==> src/rtl/dut_step_ctrl.sv <==
// Host-driven single-step sequencer: decodes AXIS command packets, loads the DUT
// input bus, issues counted clock-enable pulses and returns captured DUT outputs.
module dut_step_ctrl #(
  parameter int C_DATA_WIDTH      = 128,
  parameter int VIP2DUT_WORDS_NUM = 1,
  parameter int DUT2VIP_WORDS_NUM = 1,
  parameter int STEP_GAP          = 2
) (
  input  logic                                      clk,
  input  logic                                      rst,
  input  logic                                      s_axis_tvalid,
  output logic                                      s_axis_tready,
  input  logic [C_DATA_WIDTH-1:0]                   s_axis_tdata,
  input  logic [C_DATA_WIDTH/8-1:0]                 s_axis_tkeep,
  input  logic                                      s_axis_tlast,
  output logic                                      m_axis_tvalid,
  input  logic                                      m_axis_tready,
  output logic [C_DATA_WIDTH-1:0]                   m_axis_tdata,
  output logic [C_DATA_WIDTH/8-1:0]                 m_axis_tkeep,
  output logic                                      m_axis_tlast,
  output logic [C_DATA_WIDTH*VIP2DUT_WORDS_NUM-1:0] vip2dut_bus,
  input  logic [C_DATA_WIDTH*DUT2VIP_WORDS_NUM-1:0] dut2vip_bus,
  output logic                                      dut_ce,
  output logic                                      bad_packet,
  output logic                                      busy,
  output logic [31:0]                               step_total
);

  localparam int VW  = C_DATA_WIDTH * VIP2DUT_WORDS_NUM;
  localparam int DW  = C_DATA_WIDTH * DUT2VIP_WORDS_NUM;
  localparam int KW  = C_DATA_WIDTH / 8;
  localparam int VIW = (VIP2DUT_WORDS_NUM > 1) ? $clog2(VIP2DUT_WORDS_NUM) : 1;
  localparam int DIW = (DUT2VIP_WORDS_NUM > 1) ? $clog2(DUT2VIP_WORDS_NUM) : 1;
  localparam int GW  = (STEP_GAP > 1) ? $clog2(STEP_GAP) : 1;

  localparam logic [VIW-1:0] LOAD_LAST = VIW'(VIP2DUT_WORDS_NUM - 1);
  localparam logic [DIW-1:0] SEND_LAST = DIW'(DUT2VIP_WORDS_NUM - 1);
  localparam logic [GW-1:0]  GAP_INIT  = GW'(STEP_GAP - 1);

  localparam logic [7:0] OP_WRITE     = 8'h01;
  localparam logic [7:0] OP_STEP      = 8'h02;
  localparam logic [7:0] OP_READ      = 8'h03;
  localparam logic [7:0] OP_STEP_READ = 8'h04;

  typedef enum logic [2:0] {
    S_IDLE, S_LOAD, S_STEP_HI, S_STEP_GAP, S_CAPTURE, S_SEND, S_DRAIN
  } state_t;

  state_t          state_reg;
  logic            ready_en_reg;
  logic [15:0]     remain_reg;
  logic [GW-1:0]   gap_reg;
  logic            step_read_reg;
  logic [VIW-1:0]  load_idx_reg;
  logic [DIW-1:0]  send_idx_reg;
  logic [VW-1:0]   shadow_reg;
  logic [VW-1:0]   shadow_next;
  logic [DW-1:0]   resp_reg;
  logic [VW-1:0]   vip2dut_reg;
  logic            dut_ce_reg;
  logic            bad_packet_reg;
  logic [31:0]     step_total_reg;

  logic        s_hs;
  logic        m_hs;
  logic [7:0]  hdr_opcode;
  logic [15:0] hdr_count;
  logic        unused_tkeep;

  assign s_hs       = s_axis_tvalid && s_axis_tready;
  assign m_hs       = m_axis_tvalid && m_axis_tready;
  assign hdr_opcode = s_axis_tdata[7:0];
  assign hdr_count  = s_axis_tdata[31:16];
  assign unused_tkeep = ^s_axis_tkeep;

  // Shadow with the incoming word merged in, so the last word commits in one edge.
  genvar gi;
  generate
    for (gi = 0; gi < VIP2DUT_WORDS_NUM; gi++) begin : g_shadow
      assign shadow_next[gi*C_DATA_WIDTH +: C_DATA_WIDTH] =
        (load_idx_reg == VIW'(gi)) ? s_axis_tdata : shadow_reg[gi*C_DATA_WIDTH +: C_DATA_WIDTH];
    end
  endgenerate

  always_ff @(posedge clk) begin
    if (rst) begin
      state_reg      <= S_IDLE;
      ready_en_reg   <= 1'b0;
      remain_reg     <= '0;
      gap_reg        <= '0;
      step_read_reg  <= 1'b0;
      load_idx_reg   <= '0;
      send_idx_reg   <= '0;
      shadow_reg     <= '0;
      resp_reg       <= '0;
      vip2dut_reg    <= '0;
      dut_ce_reg     <= 1'b0;
      bad_packet_reg <= 1'b0;
      step_total_reg <= '0;
    end else begin
      ready_en_reg   <= 1'b1;
      dut_ce_reg     <= 1'b0;
      bad_packet_reg <= 1'b0;
      case (state_reg)
        S_IDLE: begin
          if (s_hs) begin
            if (hdr_opcode == OP_WRITE && !s_axis_tlast) begin
              load_idx_reg <= '0;
              state_reg    <= S_LOAD;
            end else if ((hdr_opcode == OP_STEP || hdr_opcode == OP_STEP_READ) && s_axis_tlast) begin
              step_read_reg <= (hdr_opcode == OP_STEP_READ);
              remain_reg    <= hdr_count;
              if (hdr_count != 16'd0) begin
                dut_ce_reg <= 1'b1;
                state_reg  <= S_STEP_HI;
              end else if (hdr_opcode == OP_STEP_READ) begin
                state_reg <= S_CAPTURE;
              end
            end else if (hdr_opcode == OP_READ && s_axis_tlast) begin
              state_reg <= S_CAPTURE;
            end else begin
              bad_packet_reg <= 1'b1;
              state_reg      <= s_axis_tlast ? S_IDLE : S_DRAIN;
            end
          end
        end
        S_LOAD: begin
          if (s_hs) begin
            shadow_reg <= shadow_next;
            if (load_idx_reg == LOAD_LAST) begin
              if (s_axis_tlast) begin
                vip2dut_reg <= shadow_next;
                state_reg   <= S_IDLE;
              end else begin
                bad_packet_reg <= 1'b1;
                state_reg      <= S_DRAIN;
              end
            end else if (s_axis_tlast) begin
              bad_packet_reg <= 1'b1;
              state_reg      <= S_IDLE;
            end else begin
              load_idx_reg <= load_idx_reg + VIW'(1);
            end
          end
        end
        S_STEP_HI: begin
          step_total_reg <= step_total_reg + 32'd1;
          remain_reg     <= remain_reg - 16'd1;
          gap_reg        <= GAP_INIT;
          state_reg      <= S_STEP_GAP;
        end
        S_STEP_GAP: begin
          if (gap_reg == '0) begin
            if (remain_reg != 16'd0) begin
              dut_ce_reg <= 1'b1;
              state_reg  <= S_STEP_HI;
            end else begin
              state_reg <= step_read_reg ? S_CAPTURE : S_IDLE;
            end
          end else begin
            gap_reg <= gap_reg - GW'(1);
          end
        end
        S_CAPTURE: begin
          resp_reg     <= dut2vip_bus;
          send_idx_reg <= '0;
          state_reg    <= S_SEND;
        end
        S_SEND: begin
          if (m_hs) begin
            if (send_idx_reg == SEND_LAST) begin
              state_reg <= S_IDLE;
            end else begin
              send_idx_reg <= send_idx_reg + DIW'(1);
            end
          end
        end
        S_DRAIN: begin
          if (s_hs && s_axis_tlast) begin
            state_reg <= S_IDLE;
          end
        end
        default: state_reg <= S_IDLE;
      endcase
    end
  end

  assign s_axis_tready = ready_en_reg &&
                         (state_reg == S_IDLE || state_reg == S_LOAD || state_reg == S_DRAIN);
  assign m_axis_tvalid = (state_reg == S_SEND);
  assign m_axis_tlast  = (state_reg == S_SEND) && (send_idx_reg == SEND_LAST);
  assign m_axis_tdata  = resp_reg[send_idx_reg*C_DATA_WIDTH +: C_DATA_WIDTH];
  assign m_axis_tkeep  = {KW{m_axis_tvalid}};
  assign vip2dut_bus   = vip2dut_reg;
  assign dut_ce        = dut_ce_reg;
  assign bad_packet    = bad_packet_reg;
  assign busy          = (state_reg != S_IDLE);
  assign step_total    = step_total_reg;

endmodule
==> config.mk <==
export PLATFORM = sky130hd
export DESIGN_NAME = dut_step_ctrl
export DESIGN_NICKNAME = d
export VERILOG_FILES = /design/src/rtl/dut_step_ctrl.sv
export SDC_FILE = /design/constraint.sdc
export NUM_CORES = 1
export LEC_CHECK = 0
export ABC_AREA = 1
export CORE_AREA = 2 2 225 227
export DETAILED_ROUTE_END_ITERATION = 10
export DIE_AREA = 0 0 227 229
export PLACE_DENSITY = 0.66
export SYNTH_ARGS = -nofsm -noshare
export SYNTH_HDL_FRONTEND = slang
export SYNTH_SLANG_ARGS = --single-unit
==> constraint.sdc <==
create_clock -name clk -period 2.8 [get_ports clk]
set_input_delay 0.56 -clock clk [delete_from_list [all_inputs] [get_ports clk]]
set_output_delay 0.56 -clock clk [all_outputs]
set_load 0.02 [all_outputs]
==> summary.txt <==
Global route
  – Wire length of the first global-routing pass: around 93,000 microns
  – Pin count of the biggest net entering global routing: 123
  – Initial antenna violation count: 10
  – Gr usage total: 0.227
  – Global route total overflow: 0
  – Vias in the first global route: 17,100

Clocking
  – Source-to-sink clock delay at the later pin of the worst-skew pair: 0.60 ns
  – Maximum level of the CTS H-tree: 2
  – CTS tree: yes
  – Sinks on Clock Net: 441
  – CTS clock-pin slew for the worst setup and hold paths: 0.06 ns
  – Number of buffers inserted during clock tree synthesis: 51
  – # Post-CTS Setup Buffers: 0
  – Maximum clock insertion buffer count: 3
  – Cell at the root of the clock tree: sky130_fd_sc_hd__clkbuf_16

Timing
  – Final setup violation count: 0
  – Headroom to the max-slew limit: 0.562
  – Period Utilization, post-route: 0.968
  – Achievable Freq: around 0.37 GHz
  – Number of pins exceeding their max-slew limit in the final report: 0
  – Final setup skew: roughly 0.010 ns
  – Final critical path time including I/O delays and setup: 2.71 ns
  – Final-layout setup total negative slack: 0 ns
  – Slew of the pin with the lowest slew margin: 0.656 ns
  – RSZ-0062 raised after global routing: false
  – Number of hold violations in the final report: 0

Die
  – Count of pins on the block boundary: 587
  – Die boundary width: 227 microns
  – Floorplan die height: 229 microns
  – Placeable Area: 0.0497 sq mm
  – Die area: a little over 0.05 sq mm
  – Effective utilization at floorplan: 0.367
  – Standard-cell row count: about 80

Worst hold path
  – Class of the tightest hold or removal check: flip-flop to flip-flop

Routing
  – Detailed-route via count: ~18,000
  – Number of nets with antenna violations after detailed routing: 0
  – TritonRoute pass-1 iters: 5
  – Total DRC errors in the routed layout: 0
  – Post-Route WL: roughly 62,000 microns
  – DRT iter0 DRCs: roughly 1,200
  – Vias per cell: approximately 4.8
  – Routed WL per cell: 16.3 microns

Worst setup path
  – CP Max Fanout: 19
  – Series of cell instances along the critical path: inv_2 -> nor3_2 -> buf_4 -> clkdlybuf4s50_1
  – Slowest-stage cell, CP: sky130_fd_sc_hd__clkdlybuf4s50_1
  – WS Path Type: flip-flop to output port
  – Nature of the critical path endpoint: output port
  – CP arrival: between 2 and 2.5 ns
  – Required time reported for the critical path endpoint: 2.24 ns
  – Startpoint Class: flip-flop
  – Critical path's largest stage delay: around 0.64 ns

Placed design
  – Routability cong.: 0.928
  – # port buffers: 570
  – Post-detailed-placement half-perimeter wirelength: approximately 44,000 microns

Layout
  – Fraction of layout cells with a size suffix above 1: 0.0478
  – Area occupied by registers: 0.00883 sq mm
  – Total of fill cells in the finished design: between 4,000 and 5,000
  – Layout-stage area growth over the synthesis result: 43.9%
  – Layout net count: 3,340
  – Multi-input logic area: 0.00778 sq mm
  – End-of-flow core utilization: 0.528

Synthesis
  – Proportion of register bits with asynchronous set or reset after synthesis: 0
  – Count of state elements after synthesis: 441
  – Average cell area after synthesis: 7.08 sq um
  – Dominant register cell in the synthesized netlist: sky130_fd_sc_hd__dfxtp_1
  – Post-Syn Area: 0.0182 sq mm
  – Count of distinct cell types in the synthesized netlist: 42
  – Number of enable flip-flop cells after synthesis: 0
  – Synthesized netlist cell count: 2,572
  – Mapped Nets: roughly 2,900
  – Sequential area share after synthesis: 0.485
  – Warnings from Yosys: 0

Power and ir drop
  – Static leakage: 9.92 nW
  – Power density over the cells: 769 mW/mm^2
  – Maximum ir drop on the vdd rail: 0.495 mV

Outcome
  – Status: complete, no violations

Job
  – Total of max-cap violations: 0
==> metal layers <==
layer | routed length, microns | share of wire | GRT usage
met1 | 25800 | 0.42 | 0.282
met2 | 28900 | 0.47 | 0.377
met3 | 5030 | 0.082 | 0.0611
met4 | 1860 | 0.030 | 0.0788
met5 | 78 | 0.0013 | 0
==> worst paths after layout <==
kind	from	endpoint	cells after the start	slack, ns
worst min-delay path	shadow_reg[123]	shadow_reg[123]	2	0.44
worst max-delay path	state_reg[2]	m_axis_tkeep[1]	4	0.09
worst min register to register	shadow_reg[123]	shadow_reg[123]	2	0.44
worst max register to register	state_reg[1]	step_total[17]	10	0.56
==> synthesized netlist by cell type, drive strengths merged, types with 2 or more instances <==
cell	count	share of area
nor2	617	0.13
o21ai	525	0.14
dfxtp	441	0.48
nand2	330	0.068
inv	198	0.041
a21oi	167	0.046
clkbuf	143	0.030
buf	41	0.018
nand3	34	0.011
nor3	26	0.0074
nand4	10	0.0034
ha	7	0.0048
xnor2	7	0.0034
xor2	7	0.0034
a211oi	3	0.0012
clkinv	2	0.00048
nand3b	2	0.00082
o21a	2	0.00082
==> layout by cell type (no fill, tap or decap), types with 13 or more instances in the layout <==
cell type                         synthesis  layout
sky130_fd_sc_hd__nor3_1                  25      24
sky130_fd_sc_hd__buf_12                   0      13
sky130_fd_sc_hd__clkbuf_16                0      53
sky130_fd_sc_hd__o21ai_0                501     501
sky130_fd_sc_hd__clkdlybuf4s50_1          0     560
sky130_fd_sc_hd__o21ai_1                 23      23
sky130_fd_sc_hd__dfxtp_1                441     441
sky130_fd_sc_hd__inv_1                  195     194
sky130_fd_sc_hd__nand3_1                 31      31
sky130_fd_sc_hd__nor2_1                 615     615
sky130_fd_sc_hd__nand2_1                329     327
sky130_fd_sc_hd__a21oi_1                167     167
sky130_fd_sc_hd__buf_4                   18      32
==> logic make-up after synthesis <==
group,after synthesis,synth area share
and+or+nand+nor,1022,0.219
xor gates and xnor gates,14,0.00673
adders and majority gates,7,0.00481
muxes,1,0.000550
AOI/OAI and AO/OA,703,0.195
buffers and inverters,384,0.0887
DFF,441,0.485
==> repair_timing <==
item / 4_1_cts / 5_1_grt
gates resized for setup: 0 / 9
setup endpoints to repair: 0 / 13
hold buffers: 0 / 0
==> through the flow <==
stage	hold slack, ns	area, sq um	power [W]	setup slack (ns)	instances
after floorplan	0.424	18200	0.0109	0.0846	2572
after global placement	0.431	24400	0.0133	0.276	3675
after detailed placement	0.437	24400	0.0134	0.188	3675
after CTS	0.446	26200	0.0203	0.0127	3767
after global routing	0.463	26200	0.0212	0.000593	3771
final	0.444	26200	0.0202	0.0898	3771
==> power breakdown <==
group / internal (W) / switching [W]
Combinational: 0.00243 / 0.00331
Clock: 0.00417 / 0.00269
Sequential: 0.00711 / 0.000447
==> critical path, delay by kind of cell, from the launching register on <==
kind / cells / cell delay (ns)
AND/OR/NAND/NOR: 1 / 0.16
buffers and inverters: 3 / 0.97
flip-flops: 1 / 0.43
==> cell type report <==
cell class / count / area share
clock buffer: 71 / 0.0570
clock inverter: 21 / 0.00950
tap: 672 / 0.0321
sequential: 441 / 0.337
antenna: 4 / 0.000382
timing repair buffer: 615 / 0.238
inverter: 200 / 0.0295
multi-input combinational: 1747 / 0.297
(Power assumes the default switching activity.)
